File: config.mk
export PLATFORM = sky130hd
export DESIGN_NAME = avmm_cmd_master_flat
export DESIGN_NICKNAME = d
export VERILOG_FILES = /design/src/rtl/avmm_cmd_master_pkg.sv /design/src/rtl/avmm_cmd_master_if.sv /design/src/rtl/avmm_cmd_master.sv /design/src/flat_wrapper.sv
export SDC_FILE = /design/constraint.sdc
export NUM_CORES = 1
export LEC_CHECK = 0
export CAP_MARGIN = 20
export CORE_ASPECT_RATIO = 0.5
export CORE_UTILIZATION = 38
export CTS_CLUSTER_DIAMETER = 60
export DETAILED_ROUTE_END_ITERATION = 7
export PLACE_DENSITY = 0.79
export SYNTH_ARGS = -nofsm -noshare
export SYNTH_HDL_FRONTEND = slang
export SYNTH_SLANG_ARGS = --single-unit
File: constraint.sdc
create_clock -name csi_MCLK_clk -period 2.41 [get_ports csi_MCLK_clk]
set_clock_uncertainty 0.1 [all_clocks]
set_input_delay 0.3615 -clock csi_MCLK_clk [delete_from_list [all_inputs] [get_ports csi_MCLK_clk]]
set_output_delay 0.3615 -clock csi_MCLK_clk [all_outputs]
set_load 0.005 [all_outputs]
File: src/rtl/avmm_cmd_master_pkg.sv
// -----------------------------------------------------------------------------
// avmm_pkg
// Shared types and constants for the Avalon-MM command master.
//   state_t        : master FSM states (IDLE, BUS, RLAT, RESP)
//   DEF_ADDR_W     : default word-address width
//   DEF_DATA_W     : default data width
//   RSP_WRITE_DATA : value returned in rsp_readdata for writes and timeouts
// -----------------------------------------------------------------------------
package avmm_pkg;

  typedef enum logic [1:0] {
    IDLE = 2'd0,
    BUS  = 2'd1,
    RLAT = 2'd2,
    RESP = 2'd3
  } state_t;

  localparam int DEF_ADDR_W     = 3;
  localparam int DEF_DATA_W     = 32;
  localparam int RSP_WRITE_DATA = 0;

endpackage

File: src/rtl/avmm_cmd_master_if.sv
// -----------------------------------------------------------------------------
// avmm_cmd_master_if
// Bundles the command port, the response port and the Avalon-MM master bus of
// avmm_cmd_master.
//   modport master : the command master's view (drives cmd_ready, rsp_*, avm_*
//                    strobes/fields; samples cmd_*, rsp_ready, avm_readdata,
//                    avm_waitrequest)
//   modport slave  : the opposite view, used by whatever sits around the master
//                    (command source, response sink and bus target)
// Parameters: ADDR_W (word address width), DATA_W (data width, byteenable is
// DATA_W/8 bits).
// -----------------------------------------------------------------------------
interface avmm_cmd_master_if #(
  parameter int ADDR_W = 3,
  parameter int DATA_W = 32
);
  localparam int BE_W = DATA_W / 8;

  // command port
  logic              cmd_valid;
  logic              cmd_ready;
  logic              cmd_write;
  logic [ADDR_W-1:0] cmd_address;
  logic [DATA_W-1:0] cmd_writedata;
  logic [BE_W-1:0]   cmd_byteenable;

  // response port
  logic              rsp_valid;
  logic              rsp_ready;
  logic [DATA_W-1:0] rsp_readdata;
  logic              rsp_error;

  // Avalon-MM master bus
  logic [ADDR_W-1:0] avm_address;
  logic [BE_W-1:0]   avm_byteenable;
  logic [DATA_W-1:0] avm_writedata;
  logic              avm_write;
  logic              avm_read;
  logic [DATA_W-1:0] avm_readdata;
  logic              avm_waitrequest;

  modport master (
    input  cmd_valid, cmd_write, cmd_address, cmd_writedata, cmd_byteenable,
    input  rsp_ready, avm_readdata, avm_waitrequest,
    output cmd_ready, rsp_valid, rsp_readdata, rsp_error,
    output avm_address, avm_byteenable, avm_writedata, avm_write, avm_read
  );

  modport slave (
    output cmd_valid, cmd_write, cmd_address, cmd_writedata, cmd_byteenable,
    output rsp_ready, avm_readdata, avm_waitrequest,
    input  cmd_ready, rsp_valid, rsp_readdata, rsp_error,
    input  avm_address, avm_byteenable, avm_writedata, avm_write, avm_read
  );

endinterface

File: src/rtl/avmm_cmd_master.sv
// -----------------------------------------------------------------------------
// avmm_cmd_master
// Single-outstanding Avalon-MM master. Takes one command on a valid/ready
// command port, issues one read or write on the avm_ bus (honouring
// waitrequest), collects read data after a fixed READ_LATENCY and hands back a
// response word on a valid/ready response port. Used by bring-up sequencers in
// place of a CPU.
//
// Ports:
//   rsi_MRST_reset : asynchronous, active-high reset
//   csi_MCLK_clk   : clock
//   bus            : avmm_cmd_master_if.master (cmd_*, rsp_*, avm_*)
//
// Parameters:
//   ADDR_W, DATA_W  : bus widths (byteenable is DATA_W/8)
//   READ_LATENCY    : cycles from read acceptance to valid readdata, 1..7
//   TIMEOUT_CYCLES  : waitrequest-high limit, only used with AVM_TIMEOUT_EN
//
// Build option:
//   AVM_TIMEOUT_EN  : when defined, a stalled bus phase is abandoned after
//                     TIMEOUT_CYCLES waitrequest-high cycles and answered with
//                     rsp_error=1. When undefined the master waits forever and
//                     rsp_error is constant 0.
// -----------------------------------------------------------------------------
module avmm_cmd_master
  import avmm_pkg::*;
#(
  parameter int ADDR_W         = DEF_ADDR_W,
  parameter int DATA_W         = DEF_DATA_W,
  parameter int READ_LATENCY   = 1,
  parameter int TIMEOUT_CYCLES = 255
) (
  input logic               rsi_MRST_reset,
  input logic               csi_MCLK_clk,
  avmm_cmd_master_if.master bus
);

  localparam int BE_W  = DATA_W / 8;
  localparam int LAT_W = 3;

  if (READ_LATENCY < 1 || READ_LATENCY > 7 || TIMEOUT_CYCLES < 1) begin : g_bad_param
    $error("avmm_cmd_master: READ_LATENCY must be 1..7 and TIMEOUT_CYCLES >= 1");
  end

  state_t            r_state;
  logic              r_cmd_ready;
  logic              r_rsp_valid;
  logic [DATA_W-1:0] r_rsp_readdata;
  logic [ADDR_W-1:0] r_avm_address;
  logic [BE_W-1:0]   r_avm_byteenable;
  logic [DATA_W-1:0] r_avm_writedata;
  logic              r_avm_write;
  logic              r_avm_read;
  logic [LAT_W-1:0]  r_lat_cnt;

`ifdef AVM_TIMEOUT_EN
  localparam int TO_W = $clog2(TIMEOUT_CYCLES + 1);
  logic [TO_W-1:0]   r_to_cnt;
  logic              r_rsp_error;
`endif

  always_ff @(posedge csi_MCLK_clk or posedge rsi_MRST_reset) begin
    if (rsi_MRST_reset) begin
      r_state          <= IDLE;
      r_cmd_ready      <= 1'b0;
      r_rsp_valid      <= 1'b0;
      r_rsp_readdata   <= '0;
      r_avm_address    <= '0;
      r_avm_byteenable <= '0;
      r_avm_writedata  <= '0;
      r_avm_write      <= 1'b0;
      r_avm_read       <= 1'b0;
      r_lat_cnt        <= '0;
`ifdef AVM_TIMEOUT_EN
      r_to_cnt         <= '0;
      r_rsp_error      <= 1'b0;
`endif
    end else begin
      case (r_state)
        IDLE: begin
          // cmd_ready is registered: it comes up one cycle after reset
          // release or after a response handshake.
          r_cmd_ready <= 1'b1;
          if (bus.cmd_valid && r_cmd_ready) begin
            r_cmd_ready      <= 1'b0;
            r_avm_address    <= bus.cmd_address;
            r_avm_byteenable <= bus.cmd_byteenable;
            r_avm_writedata  <= bus.cmd_writedata;
            r_avm_write      <= bus.cmd_write;
            r_avm_read       <= ~bus.cmd_write;
`ifdef AVM_TIMEOUT_EN
            r_to_cnt         <= '0;
`endif
            r_state          <= BUS;
          end
        end

        BUS: begin
          // Acceptance wins over the timeout on the cycle the limit is hit.
          if (!bus.avm_waitrequest) begin
            r_avm_write <= 1'b0;
            r_avm_read  <= 1'b0;
            if (r_avm_write) begin
              r_rsp_readdata <= DATA_W'(RSP_WRITE_DATA);
`ifdef AVM_TIMEOUT_EN
              r_rsp_error    <= 1'b0;
`endif
              r_rsp_valid    <= 1'b1;
              r_state        <= RESP;
            end else begin
              r_lat_cnt <= LAT_W'(READ_LATENCY - 1);
              r_state   <= RLAT;
            end
          end
`ifdef AVM_TIMEOUT_EN
          else if (r_to_cnt == TO_W'(TIMEOUT_CYCLES - 1)) begin
            // This is the TIMEOUT_CYCLES-th stalled cycle: give up.
            r_avm_write    <= 1'b0;
            r_avm_read     <= 1'b0;
            r_rsp_readdata <= DATA_W'(RSP_WRITE_DATA);
            r_rsp_error    <= 1'b1;
            r_rsp_valid    <= 1'b1;
            r_state        <= RESP;
          end else begin
            r_to_cnt <= r_to_cnt + 1'b1;
          end
`endif
        end

        RLAT: begin
          // avm_readdata is only looked at on the final latency cycle.
          if (r_lat_cnt == '0) begin
            r_rsp_readdata <= bus.avm_readdata;
`ifdef AVM_TIMEOUT_EN
            r_rsp_error    <= 1'b0;
`endif
            r_rsp_valid    <= 1'b1;
            r_state        <= RESP;
          end else begin
            r_lat_cnt <= r_lat_cnt - 1'b1;
          end
        end

        RESP: begin
          if (bus.rsp_ready) begin
            r_rsp_valid <= 1'b0;
            r_cmd_ready <= 1'b1;
            r_state     <= IDLE;
          end
        end

        default: r_state <= IDLE;
      endcase
    end
  end

  assign bus.cmd_ready      = r_cmd_ready;
  assign bus.rsp_valid      = r_rsp_valid;
  assign bus.rsp_readdata   = r_rsp_readdata;
  assign bus.avm_address    = r_avm_address;
  assign bus.avm_byteenable = r_avm_byteenable;
  assign bus.avm_writedata  = r_avm_writedata;
  assign bus.avm_write      = r_avm_write;
  assign bus.avm_read       = r_avm_read;
`ifdef AVM_TIMEOUT_EN
  assign bus.rsp_error      = r_rsp_error;
`else
  assign bus.rsp_error      = 1'b0;
`endif

endmodule
File: src/flat_wrapper.sv
// flat-port wrapper written by rule: the top's interface ports become plain ports
module avmm_cmd_master_flat import avmm_pkg::*;
#(
  parameter int ADDR_W         = DEF_ADDR_W,
  parameter int DATA_W         = DEF_DATA_W,
  parameter int READ_LATENCY   = 1,
  parameter int TIMEOUT_CYCLES = 255
)
  (rsi_MRST_reset, csi_MCLK_clk, bus_cmd_valid, bus_cmd_write, bus_cmd_address, bus_cmd_writedata, bus_cmd_byteenable, bus_rsp_ready, bus_avm_readdata, bus_avm_waitrequest, bus_cmd_ready, bus_rsp_valid, bus_rsp_readdata, bus_rsp_error, bus_avm_address, bus_avm_byteenable, bus_avm_writedata, bus_avm_write, bus_avm_read);
  avmm_cmd_master_if #(.ADDR_W(ADDR_W), .DATA_W(DATA_W)) bus_i ();
  input logic rsi_MRST_reset;
  input logic csi_MCLK_clk;
  input wire logic [$bits(bus_i.cmd_valid)-1:0] bus_cmd_valid;
  input wire logic [$bits(bus_i.cmd_write)-1:0] bus_cmd_write;
  input wire logic [$bits(bus_i.cmd_address)-1:0] bus_cmd_address;
  input wire logic [$bits(bus_i.cmd_writedata)-1:0] bus_cmd_writedata;
  input wire logic [$bits(bus_i.cmd_byteenable)-1:0] bus_cmd_byteenable;
  input wire logic [$bits(bus_i.rsp_ready)-1:0] bus_rsp_ready;
  input wire logic [$bits(bus_i.avm_readdata)-1:0] bus_avm_readdata;
  input wire logic [$bits(bus_i.avm_waitrequest)-1:0] bus_avm_waitrequest;
  output wire logic [$bits(bus_i.cmd_ready)-1:0] bus_cmd_ready;
  output wire logic [$bits(bus_i.rsp_valid)-1:0] bus_rsp_valid;
  output wire logic [$bits(bus_i.rsp_readdata)-1:0] bus_rsp_readdata;
  output wire logic [$bits(bus_i.rsp_error)-1:0] bus_rsp_error;
  output wire logic [$bits(bus_i.avm_address)-1:0] bus_avm_address;
  output wire logic [$bits(bus_i.avm_byteenable)-1:0] bus_avm_byteenable;
  output wire logic [$bits(bus_i.avm_writedata)-1:0] bus_avm_writedata;
  output wire logic [$bits(bus_i.avm_write)-1:0] bus_avm_write;
  output wire logic [$bits(bus_i.avm_read)-1:0] bus_avm_read;
  assign bus_i.cmd_valid = bus_cmd_valid;
  assign bus_i.cmd_write = bus_cmd_write;
  assign bus_i.cmd_address = bus_cmd_address;
  assign bus_i.cmd_writedata = bus_cmd_writedata;
  assign bus_i.cmd_byteenable = bus_cmd_byteenable;
  assign bus_i.rsp_ready = bus_rsp_ready;
  assign bus_i.avm_readdata = bus_avm_readdata;
  assign bus_i.avm_waitrequest = bus_avm_waitrequest;
  assign bus_cmd_ready = bus_i.cmd_ready;
  assign bus_rsp_valid = bus_i.rsp_valid;
  assign bus_rsp_readdata = bus_i.rsp_readdata;
  assign bus_rsp_error = bus_i.rsp_error;
  assign bus_avm_address = bus_i.avm_address;
  assign bus_avm_byteenable = bus_i.avm_byteenable;
  assign bus_avm_writedata = bus_i.avm_writedata;
  assign bus_avm_write = bus_i.avm_write;
  assign bus_avm_read = bus_i.avm_read;
  avmm_cmd_master #(.ADDR_W(ADDR_W), .DATA_W(DATA_W), .READ_LATENCY(READ_LATENCY), .TIMEOUT_CYCLES(TIMEOUT_CYCLES)) u_core (.rsi_MRST_reset(rsi_MRST_reset), .csi_MCLK_clk(csi_MCLK_clk), .bus(bus_i));
endmodule
==> results by group <==
Route
  – Antenna Nets Post-Route: 0
  – Via Count: 2517
  – Pre-antenna DRT Iters: 6
  – Wirelength per Cell: 14.32 µm
  – Via-to-Cell Ratio: 4.535
  – WL final: a little under 8000 µm
  – Post-route DRC violation count: 0
  – Initial DRC Count: 68

Floorplan
  – Core box area: 8798 µm²
  – Die area: ~9600 µm²
  – Initial Utilization: 39.63%
  – Die Ht: between 60 and 70 µm
  – Die W: around 140 µm
  – I/O Pins: 153
  – FP Rows: 24

Clocking
  – Clk buf depth: 2
  – Clock Tree Root: clkbuf_16
  – Clock slew at the register clock pins of the worst setup and hold paths: 0.06 ns
  – Clock Latency Late Sink: between 0.3 and 0.4 ns
  – CTS Hold Buffers Added: 0
  – CTS Buf Count: 9
  – TritonCTS clock tree: built
  – CTS H-Tree Depth: 3
  – CTS sink cnt: 80
  – Post-CTS sizing: 0
  – Post-CTS setup buffers: 0

Worst setup path
  – Top delay family on crit path: flip-flops
  – Crit-path max cell delay: 0.45 ns
  – Worst Path Buf+Inv: 2
  – Setup Crit Path Kind: reg -> reg
  – Critical path arrival: 2.16 ns
  – Worst setup SP type: flop
  – Critical-path top delay cell: dfrtp_1
  – Largest fanout on the critical path: 12
  – Crit end category: flop
  – CP required: 2.52 ns
  – Critical path cell sequence: inv_1 -> ha_1 -> inv_2 -> o221ai_2 -> a211oi_1 -> mux2_1

Timing
  – Hold WS: 0.3212 ns
  – Max frequency: 0.4888 GHz
  – Final Hold Viols: 0
  – Slew @ Worst Pin: about 0.54 ns
  – Fin Setup TNS: 0 ns
  – Max Slew Vio Count: 0
  – Min Tclk post-route: approximately 2.0 ns
  – RSZ-0062 raised after global routing: no
  – Slew headroom: between 60 and 70%
  – Period utilization: between 80% and 90%
  – Finish-stage setup viols: 0

Final layout
  – Register area: 2002 µm²
  – Final std cells w/o fill: around 560
  – Layout Utilization: between 60 and 70%
  – Area occupied by multi-input gates: about 1200 µm²
  – Final #Nets: between 500 and 600
  – FILL cells: 722
  – Synth-to-layout area growth: 55.36%
  – Layout cells sized above 1: under 10%
  – N_diodes: 0

Synthesis
  – Syn Inst Count: between 200 and 300
  – XOR/XNOR Fraction of Synth Area: 0%
  – Post-synthesis area per instance: approximately 12 µm²
  – Synth Area in Compound Gates: 3.265%
  – Cell variety after synth: 29
  – Mapped Nets: around 360
  – Post-synthesis cell area: around 3500 µm²
  – Mux contribution to synthesized area: between 20% and 30%
  – Warning count from the yosys run: 0
  – Post-Synth Adder-Cell Area: 2.512%
  – Largest family of logic cells by synthesized area: multiplexers
  – Post-synthesis sequential area ratio: between 50% and 60%
  – Flops & latches, synth: 80
  – Post-Synth Simple-Gate Area: around 5.6%

Power and ir drop
  – Max VDD drop: 0.0005868 V
  – Static Leakage: 2.353 nW
  – Total power draw: between 0.006 and 0.007 W
  – Pwr/cell area: 1171 nW/µm²

Status
  – Status: finished clean

Global route
  – Largest net degree at the start of global routing: 34
  – First-pass GRT wire length: between 10000 and 15000 µm
  – Number of global-route vias before repair: roughly 2600
  – Total Routing Usage GR: a little under a fifth
  – Total grt overflow: 0
  – Initial antenna violation count: 0

Hold path
  – Hold Path Class: in -> async

Place
  – RePlAce Congestion: about 0.74
  – IO buf count: 151
  – Post-Place Cells: approximately 540
  – Post-DP HPWL: between 5000 and 6000 µm

Flow run
  – Max_cap viols: 0
-- cell usage in the layout (no fill, tap or decap), types with 2 or more instances in the layout --
master             n
mux2i_1           34
mux2_1            42
buf_12             4
dfrtp_1           80
clkdlybuf4s50_1  151
clkinv_2           4
nor2_1             2
inv_1             38
o21ai_1            6
a21oi_1            4
clkbuf_16          9
nand2_1           37
ha_1               7
-- synth_stat cells --
master	number	area share [%]
buf_6	2	0.65
o32a_1	1	0.29
nand2b_4	1	0.39
o21ai_1	6	0.86
buf_4	1	0.22
o211a_1	1	0.29
nand2b_1	1	0.18
buf_12	3	1.7
nand2_1	37	4.0
o221ai_2	1	0.43
dfrtp_1	80	57
clkbuf_1	3	0.32
ha_1	7	2.5
mux2_1	42	14
nor2b_2	1	0.25
nor4b_1	1	0.25
o211ai_1	1	0.22
nand3_1	1	0.14
o32ai_1	1	0.25
inv_2	1	0.11
o21ai_0	1	0.14
buf_2	4	0.57
inv_1	39	4.2
or3_1	1	0.18
nor2_1	2	0.22
a211oi_1	1	0.22
a21oi_1	4	0.57
mux2i_1	34	9.8
conb_1	1	0.11
-- where the power goes --
part | leakage (nW) | internal [W] | switching, W | total (W)
clock network | 0.152 | 0.000824 | 0.000524 | 0.00135
registers | 1.01 | 0.00187 | 0.000270 | 0.00214
logic | 1.19 | 0.00170 | 0.00116 | 0.00285
-- per-layer routing --
layer	global-route usage, %	share of wire, %	vias up
met5	0	0	-
met1	20.91	41	1222
met4	8.425	2.8	0
met3	5.117	4.6	21
li1	-	-	1214
met2	30.93	51	60
-- registers in the layout, summed over array words and instances (netlist names) --
register	flops
u_core.bus.avm_address	3
u_core.r_lat_cnt	3
u_core.bus.rsp_readdata	32
u_core.bus.rsp_valid	1
u_core.r_state	2
u_core.bus.avm_byteenable	4
u_core.bus.avm_read	1
u_core.bus.avm_writedata	32
u_core.bus.avm_write	1
u_core.bus.cmd_ready	1
-- area by class of cell --
cell class                 count  share of cell area, %
clock inverter                 6                  1.085
clock buffer                  10                  4.411
multi-input combinational    146                  22.49
timing repair buffer         156                  29.51
sequential                    80                  36.95
tap                          117                  2.702
inverter                      40                  2.841
-- per-stage QoR --
stage | area, µm² | setup WS [ns]
after CTS | 5418 | 0.3772
final | 5418 | 0.3640
after global placement | 5120 | 0.4811
after detailed placement | 5120 | 0.4036
after global routing | 5418 | 0.2354
after floorplan | 3491 | 0.6008
-- cell families (layout without fill, tap and decap cells) --
kind of cell	count (synthesis)	in the layout
AO/OA/AOI/OAI	17	17
adder cells (fa/ha/maj)	7	7
buffers and inverters	53	212
flip-flops	80	80
multiplexers	76	76
other	1	1
AND/OR/NAND/NOR	45	45
-- final timing paths --
| path | startpoint | to | slack, ns | cells past startpoint |
|---|---|---|---|---|
| min in group csi_MCLK_clk | u_core.bus.avm_read | u_core.bus.avm_read | 0.38 | 1 |
| worst min-delay path | rsi_MRST_reset | u_core.bus.avm_writedata[19] | 0.32 | 2 |
| max in group asynchronous | rsi_MRST_reset | u_core.bus.cmd_ready | 1.37 | 3 |
| worst min register to register | u_core.bus.avm_read | u_core.bus.avm_read | 0.38 | 1 |
| worst max-delay path | u_core.r_state[0] | u_core.bus.rsp_valid | 0.36 | 6 |
| worst max register to register | u_core.r_state[0] | u_core.bus.rsp_valid | 0.36 | 6 |
Power figures use the tool's default switching activity.
